===== config.mk =====
export PLATFORM = sky130hd
export DESIGN_NAME = note_seq_player
export DESIGN_NICKNAME = d
export VERILOG_FILES = /design/src/rtl/note_seq_player.sv
export SDC_FILE = /design/constraint.sdc
export NUM_CORES = 1
export LEC_CHECK = 0
export CORE_MARGIN = 2
export CORE_UTILIZATION = 60
export DETAILED_ROUTE_END_ITERATION = 12
export PLACE_DENSITY = 0.81
export SLEW_MARGIN = 20
export SYNTH_ARGS = -nofsm -noshare
export SYNTH_HDL_FRONTEND = slang
export SYNTH_SLANG_ARGS = --single-unit

===== constraint.sdc =====
create_clock -name clk -period 9.1 [get_ports clk]
set_input_delay 1.365 -clock clk [delete_from_list [all_inputs] [get_ports clk]]
set_output_delay 1.365 -clock clk [all_outputs]
set_load 0.01 [all_outputs]

===== src/rtl/note_seq_player.sv =====
// Melody sequencer: fetches note words from a synchronous song ROM and plays each as a square wave on spk.
// Optional NOTE_SEQ_ARTICULATION_GAP_EN inserts one silent step tick between consecutive notes.
module note_seq_player #(
  parameter int unsigned ADDR_W   = 6,
  parameter int unsigned BASE_OCT = 3
) (
  input  logic              clk,
  input  logic              rst_n,
  input  logic              tick_step,
  input  logic              start,
  input  logic              stop,
  input  logic              loop_en,
  input  logic [10:0]       rom_data,
  output logic [ADDR_W-1:0] rom_addr,
  output logic              spk,
  output logic [5:0]        note_code,
  output logic              playing,
  output logic              done
);
  localparam int unsigned TONE_W = 19;
  localparam int unsigned DUR_W  = 4;

  typedef enum logic [2:0] {
    S_IDLE,
    S_FETCH,
    S_LOAD,
`ifdef NOTE_SEQ_ARTICULATION_GAP_EN
    S_GAP,
`endif
    S_PLAY
  } state_t;

  state_t              r_state, w_state_nxt;
  logic [ADDR_W-1:0]   r_addr, w_addr_nxt;
  logic [5:0]          r_note_code, w_note_nxt;
  logic                r_last, w_last_nxt;
  logic [DUR_W-1:0]    r_dur_cnt, w_dur_nxt;
  logic [TONE_W-1:0]   r_tone_cnt, w_tone_nxt;
  logic                r_spk, w_spk_nxt;
  logic                r_done, w_done_nxt;
  logic                r_playing;
  logic [TONE_W-1:0]   w_half;
  logic                w_rest;

  // Half-period in clk cycles for {octave code, note}; octave 4 is the table reference.
  function automatic logic [TONE_W-1:0] half_period(input logic [5:0] code);
    logic [TONE_W-1:0] h4;
    int unsigned       oct;
    case (code[3:0])
      4'd1:    h4 = TONE_W'(191113);
      4'd2:    h4 = TONE_W'(180388);
      4'd3:    h4 = TONE_W'(170265);
      4'd4:    h4 = TONE_W'(160705);
      4'd5:    h4 = TONE_W'(151685);
      4'd6:    h4 = TONE_W'(143172);
      4'd7:    h4 = TONE_W'(135139);
      4'd8:    h4 = TONE_W'(127551);
      4'd9:    h4 = TONE_W'(120395);
      4'd10:   h4 = TONE_W'(113636);
      4'd11:   h4 = TONE_W'(107258);
      4'd12:   h4 = TONE_W'(101238);
      default: h4 = '0;
    endcase
    oct = BASE_OCT + 32'(code[5:4]);
    if (oct < 4) half_period = h4 << (4 - oct);
    else         half_period = h4 >> (oct - 4);
  endfunction

  assign w_half = half_period(r_note_code);
  assign w_rest = (r_note_code[3:0] == 4'd0) || (r_note_code[3:0] > 4'd12);

  // Next-state and next-register values
  always_comb begin
    w_state_nxt = r_state;
    w_addr_nxt  = r_addr;
    w_note_nxt  = r_note_code;
    w_last_nxt  = r_last;
    w_dur_nxt   = r_dur_cnt;
    w_tone_nxt  = '0;
    w_spk_nxt   = 1'b0;
    w_done_nxt  = 1'b0;
    case (r_state)
      S_IDLE: begin
        if (start) begin
          w_state_nxt = S_FETCH;
          w_addr_nxt  = '0;
        end
      end
      S_FETCH: w_state_nxt = S_LOAD;
      S_LOAD: begin
        w_note_nxt  = rom_data[5:0];
        w_last_nxt  = rom_data[10];
        w_dur_nxt   = (rom_data[9:6] == 4'd0) ? DUR_W'(1) : rom_data[9:6];
        w_state_nxt = S_PLAY;
      end
      S_PLAY: begin
        if (tick_step && (r_dur_cnt <= DUR_W'(1))) begin
          w_dur_nxt = '0;
          if (r_last && !loop_en) begin
            w_state_nxt = S_IDLE;
            w_done_nxt  = 1'b1;
            w_note_nxt  = '0;
          end else begin
            w_addr_nxt = r_last ? '0 : r_addr + ADDR_W'(1);
`ifdef NOTE_SEQ_ARTICULATION_GAP_EN
            w_state_nxt = S_GAP;
`else
            w_state_nxt = S_FETCH;
`endif
          end
        end else begin
          if (tick_step) w_dur_nxt = r_dur_cnt - DUR_W'(1);
          if (!w_rest) begin
            if (r_tone_cnt == w_half - TONE_W'(1)) begin
              w_spk_nxt  = ~r_spk;
              w_tone_nxt = '0;
            end else begin
              w_spk_nxt  = r_spk;
              w_tone_nxt = r_tone_cnt + TONE_W'(1);
            end
          end
        end
      end
`ifdef NOTE_SEQ_ARTICULATION_GAP_EN
      S_GAP: begin
        if (tick_step) w_state_nxt = S_FETCH;
      end
`endif
      default: w_state_nxt = S_IDLE;
    endcase
    // Abort overrides everything, including a same-cycle start
    if (stop) begin
      w_state_nxt = S_IDLE;
      w_addr_nxt  = '0;
      w_note_nxt  = '0;
      w_dur_nxt   = '0;
      w_tone_nxt  = '0;
      w_spk_nxt   = 1'b0;
      w_done_nxt  = 1'b0;
    end
  end

  always_ff @(posedge clk or negedge rst_n) begin
    if (!rst_n) begin
      r_state     <= S_IDLE;
      r_addr      <= '0;
      r_note_code <= '0;
      r_last      <= 1'b0;
      r_dur_cnt   <= '0;
      r_tone_cnt  <= '0;
      r_spk       <= 1'b0;
      r_done      <= 1'b0;
      r_playing   <= 1'b0;
    end else begin
      r_state     <= w_state_nxt;
      r_addr      <= w_addr_nxt;
      r_note_code <= w_note_nxt;
      r_last      <= w_last_nxt;
      r_dur_cnt   <= w_dur_nxt;
      r_tone_cnt  <= w_tone_nxt;
      r_spk       <= w_spk_nxt;
      r_done      <= w_done_nxt;
      r_playing   <= (w_state_nxt != S_IDLE);
    end
  end

  assign rom_addr  = r_addr;
  assign spk       = r_spk;
  assign note_code = r_note_code;
  assign playing   = r_playing;
  assign done      = r_done;
endmodule


# == Yosys cells after proc, flatten, opt, wreduce, memory -nomap -nowiden ==
# Memories as Yosys holds them, arrays and structs flattened.
# Index checks and enable logic that the tools add are counted.
# op_classes
bitwise_logic,1
n_div,0
add_sub_neg,7
multipliers,0
n_lt_le_gt_ge,3
mux,35
eq_ne,10
shift,2
reduce_logical,13
# op_table
operator,count
two-way mux 19 bit,6
two-way mux 6 bit,8
left shift 19 x 32 -> 19 bit,1
>> shifter 19 x 32 -> 19 bit,1
one-hot mux 6 bit (2 select lines),2
adder 19 x 1 -> 19 bit (second input constant),1
== test 19 bit,1
subtractor 19 x 1 -> 19 bit (second input constant),1
two-way mux 4 bit,4
inequality test 3 bit (second input constant),4
one-hot mux 3 bit (4 select lines),1
two-way mux 1 bit,10
two-way mux 3 bit,3
nonzero test 3 bit,3
logical NOT 4 bit,2
one-hot mux 4 bit (2 select lines),1
adder 6 x 1 -> 6 bit (second input constant),1
== test 3 x 2 -> 1 bit (second input constant),2
inequality test 5 bit (second input constant),1
> comparator 4 bit (second input constant),1
<= comparator 4 x 1 -> 1 bit (second input constant),1
inequality test 4 bit (second input constant),1
AND reduction 4 bit,1
subtractor 3 x 3 -> 4 bit (first input constant),1
other kinds (12),13
# totals
latchBits,0
mem_bits_rw,0
out_inout_bits,15
register_bits,42
romBits,288
mem_count,1
# memory_table
memory,words,word_bits,read_ports,rd_clocked_by_memory_dff,wr,line_no,text
(no name shown),16,18,1,0,0,49,case (code[3:0])

# == Depth between registers and ports, before layout ==
# Gate-level depths: netlist of run 1.
# logic_depth
word_depth,11
depth_mapped,21

# == Worst setup path after synthesis of run 1 ==
# OpenSTA, ideal clock, no wires.
# synth_path
path_kind,reg2reg
from,reg r_note_code[1] (netlist: note_code[1])
to,reg r_spk (netlist: spk)
path_stages_with_launch,19
arrival_time_ns,5.405
n_path_buf,3
slack_ns,3.568
cell_sequence,dfrtp_1 clkbuf_1 inv_1 ha_1 buf_2 mux2_2 a2111oi_2 o21ba_1 a221o_1 inv_1 ha_1 inv_1 a2111oi_0 nand4_1 or4_4 or4_1 a2111oi_2 buf_4 mux2_1
# synth_between
elab_chain_cells,6
elab_cells_between_ends,14
cone_classes,1 x add/sub; 1 x order compare; 2 x eq/ne; 2 x shift; 5 x mux; 2 x reduce/logical; 1 x memory
# synth_rtl
element,line_no,text
"start, declared",35,"logic [5:0] r_note_code, w_note_nxt;"
"start signal, assigned",157,r_note_code <= w_note_nxt;
"memory (16 x 18 bit), or another cell as far along",-,
">> shifter 19 x 32 -> 19 bit, or another cell as far along",66,else half_period = h4 >> (oct - 4);
two-way mux 19 bit / two-way mux 1 bit (equally long branches),"65, 113",
subtractor 19 x 1 -> 19 bit / two-way mux 1 bit (equally long branches),"114, 97",
== test 19 bit / two-way mux 1 bit (equally long branches),"114, 82",
inequality test 5 bit (no source line) / two-way mux 1 bit (equally long branches),-,
"end signal, assigned",161,r_spk <= w_spk_nxt;
"end, declared",39,"logic r_spk, w_spk_nxt;"
# Parallel ways exist; a longest one is shown, timed or not.
# A chain may end at the register's enable or synchronous reset.

# == Worst setup path after layout of run 1 ==
# Same ends and word-level chain as after synthesis.

==> Implementation_results.wiki, run 1 <==
{| class="wikitable"
! Metric !! Value
|-
| Number of buffers inserted during clock tree synthesis || 5
|-
| Total internal power || 0.290 mW
|-
| Count of input and output buffers || 31
|-
| Clock network power share || 30.7%
|-
| GRT overflow || 0
|-
| Number of hold violations in the final report || 0
|-
| DIE WIDTH || 95.5 um
|-
| CTS-repair resized insts || 0
|-
| Crit path cell chain || inv_1 -> ha_1 -> mux2_2 -> a2111oi_2 -> o21ba_1 -> a221o_1 -> inv_1 -> ha_1 -> inv_1 -> a2111oi_0 -> nand4_1 -> or4_4 -> or4_1 -> a2111oi_4 -> buf_4 -> mux2_1
|-
| Primary FF master, synth || dfrtp_1
|-
| Power density of the placed cells || 76.6 mW/mm^2
|-
| Clock Tree Root || clkbuf_8
|-
| Floorplan core area || 0.00818 sq mm
|-
| Summed instance area of the synthesized netlist || 0.00502 sq mm
|-
| Number of nets in the synthesized netlist || 689
|-
| Slew Limit Headroom || 37.1%
|-
| Proportion of layout cells with a drive suffix above 1 || 6.53%
|-
| Switching part of the total || 29.9%
|-
| RSZ-0062 raised after global routing || false
|-
| Portion of the post-synthesis area used by sequential elements || 20.9%
|-
| Starting utilization of the core area || 61.4%
|-
| Multi-input gate area in the final layout || 0.00369 sq mm
|-
| Register-to-register setup slack || 2.86 ns
|-
| Post-route fraction of the period consumed by the critical path || 68.6%
|-
| Largest net degree at the start of global routing || 74
|-
| PnR Total Power || 0.414 mW
|-
| Critical path buffer and inverter count || 4
|-
| Category of the most critical setup path || reg -> reg
|-
| Count of cell instances traversed by the critical path || 16
|-
| Critical-path maximum fanout || 20
|-
| # hold bufs at CTS || 0
|-
| Clock slew at reported path FFs || 0.08 ns
|-
| R2R Path Start || note_code[1]$_DFFE_PN0P_
|-
| Net total in the final layout || 690
|-
| Number of synthesized flops with an enable pin || 0
|-
| Maximum Capacitance Violations || 0
|-
| Final number of max-transition violations || 0
|-
| Number of rows created at floorplan || 33
|-
| Number of DRC violations after detailed-routing iteration 0 || 737
|-
| Final core utilization || 66.1%
|-
| Routed wire length || 16500 um
|-
| Min-delay worst type || reg -> reg
|-
| Longest Clk Path Bufs || 2
|-
| Number of antenna violations at the first check in global routing || 0
|-
| Count of filler cells inserted in the layout || 714
|-
| Die height || 95.5 um
|-
| TNS Setup || 0 ns
|-
| Sw Pwr || 0.124 mW
|-
| Area overhead of the layout relative to synthesis || 7.63%
|-
| Antenna cell count || 0
|-
| Insertion delay to the later sink of the worst-skew pair || 0.30 ns
|-
| Die Area || 0.00911 sq mm
|-
| Lkg Pwr || 1.96 nW
|-
| Critical path arrival || 6.43 ns
|-
| Count of unique library cells instantiated by Yosys || 79
|-
| Crit path capture type || register
|-
| DRT antenna net count || 0
|-
| Smallest hold slack || 0.536 ns
|-
| Status || finished clean
|-
| Final HPWL from detailed placement || 12100 um
|-
| CTS tree || done
|-
| Top Ports || 32
|-
| End point of the critical path || spk$_DFFE_PN0P_
|-
| Async SR Flop Fraction || 100%
|-
| Remaining routing DRC violations || 0
|-
| 1st-pass router iterations || 5
|-
| Part of the total power dissipated in combinational logic || 22.4%
|-
| Buffers inserted by post-CTS timing repair || 0
|-
| Worst Path Required || 9.29 ns
|-
| Max VDD drop || 0.117 mV
|-
| Mean Syn Cell Area || 7.65 sq um
|-
| Longest individual stage delay on the worst path || 0.71 ns
|-
| Clk_skew || 0.00924 ns
|-
| Syn. warnings || 0
|-
| DR vias/cell || 7.28
|-
| Vias in the first global route || 5101
|-
| CP top delay family || compound AO/OA/AOI/OAI gates
|-
| Critical Path Slowest Stage Cell || dfrtp_1
|-
| Via total after detailed routing || 5551
|-
| Sequential fraction of design power || 46.9%
|-
| GRT Resource Usage Total || 36.9%
|-
| Endpoints failing setup || 0
|-
| Crit start category || register
|-
| Minimum clock period after layout || 6.24 ns
|-
| Post-synthesis register bit count || 42
|-
| Fmax achieved || 160 MHz
|-
| First-pass GRT wire length || 26100 um
|-
| H-Tree Level Count || 2
|-
| Slew at the pin closest to its max-slew limit || 0.932 ns
|-
| Capture instance of the worst register-to-register path || spk$_DFFE_PN0P_
|-
| Worst setup path start || note_code[1]$_DFFE_PN0P_
|-
| Gate count after technology mapping || 656
|-
| TritonCTS sink count || 42
|-
| Area used by sequential logic in the layout || 0.00105 sq mm
|-
| Weighted congestion at the end of routability-driven global placement || 1.05
|-
| Dominant cell type by count on the critical path || inv_1
|-
| Number of cells on the worst reg-to-reg path || 16
|-
| Post-DR wirelength/cell || 21.6 um
|}
-- cells by family after synthesis --
logic type      Yosys count  synth area share, %
compound gates          227                 32.5
mux                      11                 2.82
fa+ha+maj                16                 3.99
other cells               1               0.0747
buf+inv                  65                 5.78
flops                    42                 20.9
simple gates            251                 26.4
xor+xnor                 43                 7.50
-- worst min path at each step --
| stage | startpoint | to | slack, ns | cells after the start |
|---|---|---|---|---|
| floorplan | r_dur_cnt[3]$_DFFE_PN0P_ | r_dur_cnt[3]$_DFFE_PN0P_ | 0.47 | 2 |
| global placement | r_dur_cnt[3]$_DFFE_PN0P_ | r_dur_cnt[3]$_DFFE_PN0P_ | 0.49 | 2 |
| detailed placement | note_code[5]$_DFFE_PN0P_ | note_code[5]$_DFFE_PN0P_ | 0.53 | 1 |
| CTS | r_state[2]$_DFF_PN0_ | r_state[0]$_DFF_PN0_ | 0.54 | 1 |
| global route | note_code[5]$_DFFE_PN0P_ | note_code[5]$_DFFE_PN0P_ | 0.57 | 1 |
| finish | note_code[5]$_DFFE_PN0P_ | note_code[5]$_DFFE_PN0P_ | 0.54 | 1 |
-- flip-flops by register name, indices dropped and copies added (netlist names) --
| register | count |
|---|---|
| done | 1 |
| note_code | 6 |
| playing | 1 |
| r_dur_cnt | 4 |
| r_last | 1 |
| r_state | 3 |
| r_tone_cnt | 19 |
| rom_addr | 6 |
| spk | 1 |
-- worst register-to-register path, delay by kind of cell (launching register included) --
kind	cells	cell delay, ns
AO/OA/AOI/OAI	5	1.91
AND/OR/NAND/NOR	3	1.57
flip-flops	1	0.71
buffers and inverters	4	0.70
multiplexers	2	0.70
adder cells (fa/ha/maj)	2	0.56
-- area by class of cell --
type	count	share of cell area (%)
Multi-Input combinational cell	549	68.3
Sequential cell	42	19.5
Timing Repair Buffer	37	6.48
Tap cell	105	2.43
Clock buffer	6	1.53
Inverter	22	1.53
Clock inverter	2	0.232
-- cell usage after synthesis, types with 6 or more instances --
| cell | count | share of area (%) |
|---|---|---|
| o21a_1 | 7 | 1.0 |
| ha_1 | 16 | 4.0 |
| o22ai_1 | 12 | 1.5 |
| nand4_1 | 11 | 1.4 |
| nand3_1 | 15 | 1.5 |
| xor2_1 | 17 | 3.0 |
| or2_2 | 9 | 1.1 |
| dfrtp_1 | 42 | 21 |
| nor2_1 | 49 | 3.7 |
| or3_1 | 8 | 1.0 |
| nor3_1 | 37 | 3.7 |
| xnor2_1 | 26 | 4.5 |
| a31oi_1 | 8 | 1.0 |
| a22o_1 | 14 | 2.4 |
| o221ai_1 | 6 | 1.0 |
| nand2_1 | 46 | 3.4 |
| clkbuf_1 | 23 | 1.7 |
| a211oi_1 | 9 | 1.3 |
| o32ai_1 | 9 | 1.6 |
| nand2b_1 | 24 | 3.0 |
| nor2b_1 | 12 | 1.5 |
| inv_1 | 22 | 1.6 |
| buf_2 | 13 | 1.3 |
| o21ai_0 | 44 | 4.4 |
| o211ai_1 | 8 | 1.2 |
| a21oi_1 | 40 | 4.0 |
-- per-stage QoR --
step                cell area [sq um]  instances  worst slack, ns
finish                           5400        763             2.86
global placement                 5310        755             3.27
floorplan                        5020        656             3.57
detailed placement               5310        755             3.00
CTS                              5400        763             2.98
global route                     5400        763             2.47
-- metal layers --
layer,GRT usage (%),vias to the layer above,wire [um]
met5,0,-,0
met2,57.9,362,7340
met1,47.6,2614,6660
met3,6.88,78,1470
met4,20.8,0,991
li1,-,2497,-
-- power by group through the flow --
stage	Clock (mW)	Sequential, mW	Combinational, mW
final	0.127	0.194	0.0926
after global routing	0.137	0.195	0.0998
after CTS	0.130	0.194	0.0901
after detailed placement	0	0.198	0.0897
after global placement	0	0.198	0.0879
after floorplan	0	0.197	0.0626
-- placed cells by master, fill, tap and decap left out, drive strengths merged, types with 6 or more instances in the layout --
master	n
nor2	49
o221ai	6
a211oi	9
or2	10
nand3	15
clkdlybuf4s50	30
nor3	37
buf	7
a21oi	40
o22ai	12
o211ai	8
a22o	14
or3	8
o32ai	9
nand4	11
nand2b	24
dfrtp	42
o21ai	44
xnor2	26
a31oi	8
inv	22
clkbuf	6
o21a	7
ha	16
nand2	46
xor2	17
nor2b	12
(Power assumes the default switching activity.)
==> inputs of run 2 (changes only) <==
Settings changed: CORE_UTILIZATION 60 to 55, PLACE_DENSITY 0.81 to 0.78.
Clock period 9.1 ns to 5.6 ns, I/O delays scaled along.
==> run 2 against run 1 <==
Routed wire length is 4.8% higher. Critical path type unchanged. Critical path depth unchanged. Utilization decreased by 2.7 points. Non-clock buffer count increased by 19. Total power is 74% higher. Hold slack worse by 0.012 ns. Largest power group unchanged. Sequential share of layout area decreased by 0.62 points. Global-route usage shrank 1.7 points.
==> Implementation_results.wiki, run 2 (same netlist as run 1, synthesis figures left out) <==
{| class="wikitable"
! Metric !! Value
|-
| Number of rows created at floorplan || 34
|-
| Crit start category || register
|-
| Category of the most critical setup path || reg -> reg
|-
| R2R Path Start || note_code[1]$_DFFE_PN0P_
|-
| Weighted congestion at the end of routability-driven global placement || 1.02
|-
| Net total in the final layout || 709
|-
| Fmax achieved || 188 MHz
|-
| Number of antenna violations at the first check in global routing || 0
|-
| Startpoint of the worst hold path || r_dur_cnt[3]$_DFFE_PN0P_
|-
| Cells on Worst Hold Path || 2
|-
| Minimum clock period after layout || 5.31 ns
|-
| Antenna cell count || 0
|-
| Die height || 99.5 um
|-
| Post-DR wirelength/cell || 22.0 um
|-
| Vias in the first global route || 5231
|-
| GRT Resource Usage Total || 35.2%
|-
| Area overhead of the layout relative to synthesis || 11.2%
|-
| Top library cells by usage in the layout, fill and taps aside || nor2_1 (49), nand2_1 (46), o21ai_0 (44)
|-
| Final HPWL from detailed placement || 12800 um
|-
| TNS Setup || 0 ns
|-
| Slew Limit Headroom || 37.5%
|-
| DIE WIDTH || 99.5 um
|-
| DRT antenna net count || 0
|-
| Buffers inserted by post-CTS timing repair || 0
|-
| Clock slew at reported path FFs || 0.09 ns
|-
| PnR Total Power || 0.721 mW
|-
| Count of input and output buffers || 31
|-
| Min-delay worst type || reg -> reg
|-
| Power density of the placed cells || 129 mW/mm^2
|-
| Routed wire length || 17200 um
|-
| Number of buffers inserted during clock tree synthesis || 5
|-
| Capture instance of the worst register-to-register path || r_tone_cnt[1]$_DFF_PN0_
|-
| Starting utilization of the core area || 57.0%
|-
| Clock Tree Root || clkbuf_8
|-
| Critical path arrival || 5.49 ns
|-
| First-pass GRT wire length || 28000 um
|-
| Flip-flop count of the largest register after layout || 19
|-
| Dpl cell area || 0.00545 sq mm
|-
| Insertion delay to the later sink of the worst-skew pair || 0.30 ns
|-
| Via total after detailed routing || 5596
|-
| Status || finished clean
|-
| GRT overflow || 0
|-
| Die Area || 0.00991 sq mm
|-
| Proportion of layout cells with a drive suffix above 1 || 9.16%
|-
| H-Tree Level Count || 2
|-
| Maximum Capacitance Violations || 0
|-
| RSZ-0062 raised after global routing || false
|-
| CTS-repair resized insts || 0
|-
| Floorplan core area || 0.00881 sq mm
|-
| 1st-pass router iterations || 7
|-
| Largest net degree at the start of global routing || 55
|-
| CTS tree || done
|-
| TritonCTS sink count || 42
|-
| Count of filler cells inserted in the layout || 750
|-
| Number of cells on the worst reg-to-reg path || 16
|-
| Remaining routing DRC violations || 0
|-
| Largest Register || r_tone_cnt
|-
| Post-route fraction of the period consumed by the critical path || 94.9%
|-
| Longest Clk Path Bufs || 2
|-
| Endpoints failing setup || 0
|-
| DR vias/cell || 7.13
|-
| # hold bufs at CTS || 0
|-
| Critical-path maximum fanout || 19
|-
| Worst min-delay path endpoint || r_dur_cnt[3]$_DFFE_PN0P_
|-
| Top Ports || 32
|-
| Crit path capture type || register
|-
| Register-to-register setup slack || 0.29 ns
|-
| Number of DRC violations after detailed-routing iteration 0 || 804
|-
| Number of hold violations in the final report || 0
|-
| Clk_skew || 0.00503 ns
|-
| Max VDD drop || 0.138 mV
|-
| Most common cell after layout, fill and taps aside || nor2_1
|-
| Slew at the pin closest to its max-slew limit || 0.937 ns
|-
| Lkg Pwr || 2.06 nW
|-
| Final number of max-transition violations || 0
|-
| Fin area || 0.00558 sq mm
|-
| Worst Path Required || 5.78 ns
|}
-- run 2: cell types whose count changed in the layout (fill, tap and decap cells not counted), sizes merged --
cell      previous run  this run
buf                  7        26
bufinv               0         1
clkbuf               6         5
clkinv               1         0
clkinvlp             1         2
-- run 2: stage by stage --
stage                     hold slack, ns  setup slack (ns)  utilization, %  cells
final                              0.524             0.286            63.4    785
after global routing               0.540           0.00928            63.4    785
after CTS                          0.525             0.205            63.2    785
after detailed placement           0.504             0.249            61.9    777
after global placement             0.498             0.451            61.9    777
after floorplan                    0.470            0.0676               -    656
-- run 2: power breakdown --
group | internal (mW) | leakage (nW) | switching (mW) | total (mW)
registers | 0.309 | 0.574 | 0.00572 | 0.315
logic | 0.0669 | 1.44 | 0.0911 | 0.158
clock network | 0.133 | 0.0504 | 0.115 | 0.248
-- run 2: layout make-up --
class,count,area (sq um),area share [%]
Clock buffer,5,68.8,1.23
Clock inverter,3,45.0,0.807
Inverter,22,82.6,1.48
Multi-Input combinational cell,549,3700,66.4
Sequential cell,42,1050,18.9
Tap cell,108,135,2.42
Timing Repair Buffer,56,493,8.83
-- run 2: layer usage --
metal	part of all wire (%)	vias up	track usage, %
li1	-	2545	-
met5	0	-	0
met4	4.0	0	13.9
met3	9.7	59	3.44
met2	45	370	56.0
met1	41	2622	49.2
-- run 2: how the worst max path moves through the flow --
stage | from | endpoint | cells past startpoint
after detailed placement | note_code[1]$_DFFE_PN0P_ | r_tone_cnt[1]$_DFF_PN0_ | 18
after floorplan | note_code[1]$_DFFE_PN0P_ | spk$_DFFE_PN0P_ | 18
after global routing | note_code[1]$_DFFE_PN0P_ | r_tone_cnt[1]$_DFF_PN0_ | 18
after CTS | note_code[1]$_DFFE_PN0P_ | r_tone_cnt[1]$_DFF_PN0_ | 18
after global placement | note_code[1]$_DFFE_PN0P_ | r_tone_cnt[1]$_DFF_PN0_ | 18
final | note_code[1]$_DFFE_PN0P_ | r_tone_cnt[1]$_DFF_PN0_ | 16
-- run 2: critical path, stage by stage, from the launching register on --
cell and delay, ns:
dfrtp_1 0.38, inv_1 0.12, ha_1 0.28, mux2_2 0.34
a2111oi_4 0.49, o21ba_1 0.22, a221o_1 0.40, inv_1 0.09
ha_1 0.19, inv_1 0.09, a2111oi_1 0.45, nand4_1 0.19
or4_4 0.60, or4_1 0.60, a2111oi_4 0.36, buf_4 0.30
nor3b_1 0.10
